### config.mk
export PLATFORM = sky130hd
export DESIGN_NAME = pipe_merge_arbiter
export DESIGN_NICKNAME = d
export VERILOG_FILES = /design/src/rtl/pipe_arb_pkg.sv /design/src/rtl/arb_sat_counter.sv /design/src/rtl/pipe_merge_arbiter.sv
export SDC_FILE = /design/constraint.sdc
export NUM_CORES = 1
export LEC_CHECK = 0
export ABC_AREA = 0
export CORE_MARGIN = 5
export CORE_UTILIZATION = 39
export DETAILED_ROUTE_END_ITERATION = 8
export PLACE_DENSITY = 0.9
export SYNTH_ARGS = -nofsm -noshare
export SYNTH_HDL_FRONTEND = slang
export SYNTH_SLANG_ARGS = --single-unit
export TNS_END_PERCENT = 20
### constraint.sdc
create_clock -name clk -period 2.38 [get_ports clk]
set_input_delay 0.476 -clock clk [delete_from_list [all_inputs] [get_ports clk]]
set_output_delay 0.476 -clock clk [all_outputs]
set_load 0.005 [all_outputs]
### src/rtl/pipe_arb_pkg.sv
// Shared types and constants for the two-pipeline merge arbiter.
// Imported by pipe_merge_arbiter and arb_sat_counter.
package pipe_arb_pkg;

  typedef enum logic [1:0] {
    IDLE = 2'd0,
    OWN1 = 2'd1,
    OWN2 = 2'd2
  } arb_state_t;

  localparam logic SRC_P1 = 1'b0;
  localparam logic SRC_P2 = 1'b1;

  localparam int STALL_CNT_W = 16;

endpackage

### src/rtl/arb_sat_counter.sv
// Saturating up-counter used for per-pipeline stall statistics.
// Sticks at all-ones instead of wrapping.
module arb_sat_counter
  import pipe_arb_pkg::*;
#(
  parameter int W = STALL_CNT_W
) (
  input  logic         clk,
  input  logic         reset,
  input  logic         inc,
  output logic [W-1:0] cnt
);

  // count enabled cycles, hold once every bit is set
  always_ff @(posedge clk or posedge reset) begin
    if (reset) begin
      cnt <= '0;
    end else if (inc && (cnt != {W{1'b1}})) begin
      cnt <= cnt + 1'b1;
    end
  end

endmodule

### src/rtl/pipe_merge_arbiter.sv
// Bounded round-robin merge of two valid/data pipelines into one sink.
// Define ARB_STATS_EN to add the stall_cnt_1/stall_cnt_2 counters.
module pipe_merge_arbiter
  import pipe_arb_pkg::*;
#(
  parameter int DATA_W    = 32,
  parameter int MAX_BURST = 4
) (
  input  logic              clk,
  input  logic              reset,
  input  logic [DATA_W-1:0] in_data_1,
  input  logic              in_valid_1,
  output logic              stall_1,
  input  logic [DATA_W-1:0] in_data_2,
  input  logic              in_valid_2,
  output logic              stall_2,
  output logic [DATA_W-1:0] out_data,
  output logic              out_valid,
  output logic              out_src,
  input  logic              out_ready
`ifdef ARB_STATS_EN
  ,
  output logic [STALL_CNT_W-1:0] stall_cnt_1,
  output logic [STALL_CNT_W-1:0] stall_cnt_2
`endif
);

  localparam int BW = $clog2(MAX_BURST + 1);
  localparam logic [BW-1:0] BMAX = BW'(MAX_BURST);

  arb_state_t    state_q, state_d;
  logic [BW-1:0] burst_q, burst_d;
  logic          last_q;
  logic          sel_vld, sel;
  logic          can_load, accept, same_owner;

  assign can_load = !out_valid || out_ready;
  assign accept   = sel_vld && can_load;

  assign same_owner =
    ((state_q == OWN1) && (sel == SRC_P1)) ||
    ((state_q == OWN2) && (sel == SRC_P2));

  // gated so both pipelines see no stall while held in reset
  assign stall_1 = !reset && in_valid_1 &&
                   !(accept && (sel == SRC_P1));
  assign stall_2 = !reset && in_valid_2 &&
                   !(accept && (sel == SRC_P2));

  // pick a source: keep the owner until its burst runs out
  always_comb begin
    sel_vld = 1'b0;
    sel     = SRC_P1;
    unique case (state_q)
      OWN1: begin
        if (in_valid_1 &&
            (!in_valid_2 || (burst_q < BMAX))) begin
          sel_vld = 1'b1;
          sel     = SRC_P1;
        end else if (in_valid_2) begin
          sel_vld = 1'b1;
          sel     = SRC_P2;
        end
      end
      OWN2: begin
        if (in_valid_2 &&
            (!in_valid_1 || (burst_q < BMAX))) begin
          sel_vld = 1'b1;
          sel     = SRC_P2;
        end else if (in_valid_1) begin
          sel_vld = 1'b1;
          sel     = SRC_P1;
        end
      end
      default: begin
        unique case (1'b1)
          in_valid_1 && in_valid_2: begin
            sel_vld = 1'b1;
            sel     = ~last_q;
          end
          in_valid_1 && !in_valid_2: begin
            sel_vld = 1'b1;
            sel     = SRC_P1;
          end
          !in_valid_1 && in_valid_2: begin
            sel_vld = 1'b1;
            sel     = SRC_P2;
          end
          default: begin
            sel_vld = 1'b0;
          end
        endcase
      end
    endcase
  end

  // ownership and burst length follow accepted words
  always_comb begin
    state_d = state_q;
    burst_d = burst_q;
    if (accept) begin
      state_d = sel ? OWN2 : OWN1;
      if (!same_owner) begin
        burst_d = BW'(1);
      end else if (burst_q != BMAX) begin
        burst_d = burst_q + 1'b1;
      end
    end else if (!in_valid_1 && !in_valid_2 && can_load) begin
      state_d = IDLE;
      burst_d = '0;
    end
  end

  // arbiter state plus the registered output word
  always_ff @(posedge clk or posedge reset) begin
    if (reset) begin
      state_q   <= IDLE;
      burst_q   <= '0;
      last_q    <= SRC_P2;
      out_data  <= '0;
      out_valid <= 1'b0;
      out_src   <= SRC_P1;
    end else begin
      state_q <= state_d;
      burst_q <= burst_d;
      if (accept) begin
        out_data  <= sel ? in_data_2 : in_data_1;
        out_valid <= 1'b1;
        out_src   <= sel;
        last_q    <= sel;
      end else if (out_ready) begin
        out_valid <= 1'b0;
      end
    end
  end

`ifdef ARB_STATS_EN
  arb_sat_counter #(.W(STALL_CNT_W)) u_cnt_1 (
    .clk   (clk),
    .reset (reset),
    .inc   (stall_1),
    .cnt   (stall_cnt_1)
  );

  arb_sat_counter #(.W(STALL_CNT_W)) u_cnt_2 (
    .clk   (clk),
    .reset (reset),
    .inc   (stall_2),
    .cnt   (stall_cnt_2)
  );
`endif

endmodule

# --- After elaboration in Yosys (flattened, before gate mapping) ---
# Cells that the tools add are included.
totals:
  wordCells: 64
  register_bits: 40
classes:
  eq_ne: 4
  n_lt_le_gt_ge: 1
  add_sub_neg: 1
  muxes: 20
  bitwise: 2
  n_reduce_logical: 30
op_table:
  columns: ["operator", "n"]
  rows:
  - ["2-to-1 mux 32 bit", 1]
  - ["logical AND 1 bit", 16]
  - ["2-to-1 mux 3 bit", 4]
  - ["2-to-1 mux 1 bit", 9]
  - ["zero test 1 bit", 6]
  - ["2-to-1 mux 2 bit", 3]
  - ["one-hot mux 1 bit (2 select lines)", 3]
  - ["logical OR 1 bit", 4]
  - ["nonzero test 2 bit", 2]
  - ["adder 3 x 1 -> 3 bit, second input constant", 1]
  - ["< comparator 3 bit, second input constant", 1]
  - ["!= test 3 x 2 -> 1 bit, second input constant", 1]
  - ["!= test 3 bit, second input constant", 1]
  - ["OR reduction 3 bit", 1]
  - ["== test 2 x 1 -> 1 bit, second input constant", 1]
  - ["== test 2 bit, second input constant", 1]
  - ["inverter 1 bit", 2]
  - ["AND reduction 2 bit", 1]

# --- Logic depth before layout (Yosys ltp) ---
depth:
  depth_word: 10
  mapped_depth: 8
  ltp_nobuf: 7

# --- Worst setup path before layout ---
# Ideal clock, no wire load.
synth_path:
  path_kind: "flip-flop to output port"
  start: "register state_q[0]"
  end: "output stall_2"
  setup_slack_ps: 175
  path_stages_with_launch: 8
  arrival_ps: 1729
  path_cell_list: "dfrtp_1 > inv_1 > ha_1 > o32a_1 > nand2_2 > nor2_2 > buf_2 > nor3b_1"
synth_between:
  elab_chain_len: 6
  elab_cells_between_ends: 8
synth_rtl:
  columns: ["element", "line_no", "source"]
  rows:
  - ["start: declaration", "pipe_merge_arbiter.sv:31", "arb_state_t state_q, state_d;"]
  - ["start signal: assignment", "pipe_merge_arbiter.sv:124", "state_q <= state_d;"]
  - ["== test 2 bit or == test 2 x 1 -> 1 bit (tied branches)", "pipe_merge_arbiter.sv:54", "unique case (state_q)"]
  - ["one-hot mux 1 bit (2 select lines)", "pipe_merge_arbiter.sv:54", null]
  - ["logical AND 1 bit", "pipe_merge_arbiter.sv:38", "assign accept = sel_vld && can_load;"]
  - ["logical AND 1 bit (*)", "pipe_merge_arbiter.sv:48", "!(accept && (sel == SRC_P2));"]
  - ["zero test 1 bit (*)", "pipe_merge_arbiter.sv:48", null]
  - ["logical AND 1 bit (*)", "pipe_merge_arbiter.sv:47", "assign stall_2 = !reset && in_valid_2 &&"]
  - ["end: declaration", "pipe_merge_arbiter.sv:16", "output logic stall_2,"]
# Mark *: on every way between the ends. The rest lies on a longest branch, timed or not.

# --- Worst setup path after layout ---
# Same ends and word-level chain as after synthesis.

==> impl_metrics.csv <==
group,metric,value,unit
cts,cts_tree,"done",
layout,diodes,0,
power,ir_drop,665,uV
synthesis,yosysTopAreaCell,"dfrtp_1",
layout,areaGrowthSynthToFinish,73.2,%
worst_setup_path,slowest_stage,"dfrtp_1",
worst_setup_path,r2r-start,"state_q[0]",
detailed_routing,drtPass1Iterations,4,
detailed_routing,first_iter_violations,90,
min_path,hold_end,"out_src",
die,ios,105,
detailed_routing,vias,1855,
detailed_routing,drt_wl_total,6180,um
sta,post-route-min-period,2.36,ns
synthesis,async_flop_share,100,%
run_status,status,"finished clean",
die,die_x,80.4,um
sta,hold_ws,0.507,ns
synthesis,synth_nets,237,
worst_setup_path,worstReg2RegEnd,"state_q[1]",
placed_design,place_congestion,0.881,
sta,setup_violations,0,
worst_setup_path,cp.arrival,1.89,ns
worst_setup_path,startpoint_type,"flip-flop",
synthesis,yosysUniqueCellTypes,33,
synthesis,synth_edf_count,0,
worst_setup_path,crit_type,"reg -> out",
sta,clock_skew,0.00480,ns
die,core_area,0.00475,mm^2
detailed_routing,ant_nets,0,
min_path,holdCritStartpoint,"out_src",
global_route,grt_pass1_vias,2022,
synthesis,ys_seq_elements,40,
power,powerDensity,1270,mW/mm^2
placed_design,io_buffers,104,
sta,final-hold-violation-count,0,
worst_setup_path,r2r_slack,0.09,ns
worst_setup_path,crit_path_max_incr_delay,0.38,ns
layout,drive_above_1_share,15.9,%
global_route,grt_pass1_wl,9540,um
synthesis,synthCells,164,
worst_setup_path,path_cells,"inv_2 > ha_4 > o32a_1 > nand2_2 > nor2_2 > nor3b_2 > buf_2",
synthesis,synth_common_cells,"dfrtp_1, a21o_1, a22o_1, inv_1, nor2_1",
detailed_routing,drc,0,
synthesis,ys_warn_count,0,
die,dieArea,0.00647,mm^2
placed_design,post_dp_cell_area,0.00308,mm^2
sta,post-route-period-util,99.2,%
layout,nets,362,
cts,numCtsBuffers,5,
synthesis,ys_seq_area_share,51.8,%
cts,htreeDepth,2,
min_path,hold_path_class,"reg -> reg",
die,num_rows,25,
synthesis,synthFlopType,"dfrtp_1",
worst_setup_path,end_kind,"output port",
detailed_routing,viasPerCell,5.20,
cts,cts_sinks,40,
detailed_routing,wire_per_inst,17.3,um
job,max-cap-violations,0,
placed_design,hpwl,4320,um
cts,clock_latency,0.28,ns
synthesis,yosys.cell_count.top_type,"dfrtp_1",
global_route,gr-total-overflow,0,
global_route,gr-usage-all-layers,19.1,%
layout,fin_cells,357,
placed_design,dp_cells,337,
sta,fmax,423,MHz
synthesis,synthDominantCellAreaShare,50.5,%
synthesis,syn_area,0.00193,mm^2
global_route,grt_max_degree,41,
min_path,holdPathStages,2,
worst_setup_path,path_max_fanout,5,
layout,final_design_area_no_fill,0.00335,mm^2
cts,clk_path_buf_depth,2,
die,die_h,80.4,um
die,initial_core_util,40.7,%
sta,rsz0062_at_grt,"true",
cts,path_clk_slew,0.07,ns
cts,cts_root_buf,"clkbuf_8",
worst_setup_path,reg2regPathDepth,14,
worst_setup_path,worst_ep_required_time,1.90,ns
sta,slew_headroom,65.8,%
synthesis,netlist_top_cells_area,"dfrtp_1, a22o_1, a21o_1",
global_route,antenna_found_initial,0,
synthesis,avgSynthCellArea,11.8,um^2
sta,tightest_slew,0.513,ns
power,power.leakage,1.59,nW
sta,slew_violations,0,
==> power by group <==
part / leakage (nW) / switching [W] / internal [W] / total, W
Sequential: 0.492 / 0.000186 / 0.00102 / 0.00121
Clock: 0.0445 / 0.000222 / 0.000235 / 0.000458
Combinational: 1.06 / 0.00106 / 0.00151 / 0.00257
==> worst max path at each step <==
stage,startpoint,endpoint,cells past startpoint
6_report,state_q[0],stall_2,7
5_1_grt,state_q[0],stall_1,7
4_1_cts,state_q[1],state_q[1],14
3_5_place_dp,in_valid_1,stall_2,7
3_3_place_gp,in_valid_1,stall_2,7
2_1_floorplan,state_q[0],stall_2,7
==> routing by layer <==
metal	part of all wire [%]	global-route usage (%)
met5	0	0
met4	2.3	6.93
met1	38	20.9
met2	52	34.9
met3	7.9	5.38
==> cell type report <==
cell class,instances,area (um^2)
fill,386,1410
clock inverter,1,7.51
clock buffer,7,86.3
inverter,7,26.3
sequential,40,1000
multi-input combinational,108,918
timing repair buffer,127,1220
tap,67,83.8
==> critical path, delay by kind of cell, from the launching register on <==
family | cells | cell delay (ns)
DFF | 1 | 0.38
AOI/OAI and AO/OA | 1 | 0.38
and+or+nand+nor | 3 | 0.38
adders and majority gates | 1 | 0.27
buffers and inverters | 2 | 0.19
==> state kept, by name, summed over array words and instances (netlist names) <==
register	flops
burst_q	3
out_valid	1
out_src	1
out_data	32
state_q	2
last_q	1
==> per-stage QoR <==
stage	setup WS, ns	setup TNS [ns]	utilization, %	power (W)
finish	0.0181	0	70.4	0.00424
global route	-0.0707	-0.138	70.4	0.00454
CTS	0.0110	0	69.9	0.00420
detailed placement	-0.368	-0.711	64.8	0.00347
global placement	-0.327	-0.619	64.8	0.00338
floorplan	0.175	0	-	0.00247
==> cells in the final DEF (no fill, tap or decap), types with 2 or more instances in the layout <==
master,instances
ha_4,2
buf_4,17
a21oi_1,2
a22o_1,32
nor2_1,7
nand2b_1,2
inv_1,6
a31oi_1,3
nor3b_2,2
clkdlybuf4s50_1,101
a31oi_4,2
dfrtp_1,39
a21o_1,33
clkbuf_8,6
o21ai_0,3
ha_1,2
buf_2,2
buf_6,6
==> cells by family after synthesis <==
| kind of cell | synth area share (%) |
|---|---|
| simple gates | 6.99 |
| compound gates | 34.1 |
| buf+inv | 4.53 |
| fa+ha+maj | 2.59 |
| flops | 51.8 |
==> repair_timing <==
| item | in CTS | in global routing |
|---|---|---|
| hold buffers | 0 | 0 |
| pin swaps | 8 | 5 |
| gates resized for setup | 23 | 5 |
| gates cloned | 0 | 0 |
| buffers inserted | 13 | 1 |
| setup endpoints to repair | 2 | 3 |
No activity file was read; power rests on OpenSTA's default activity.
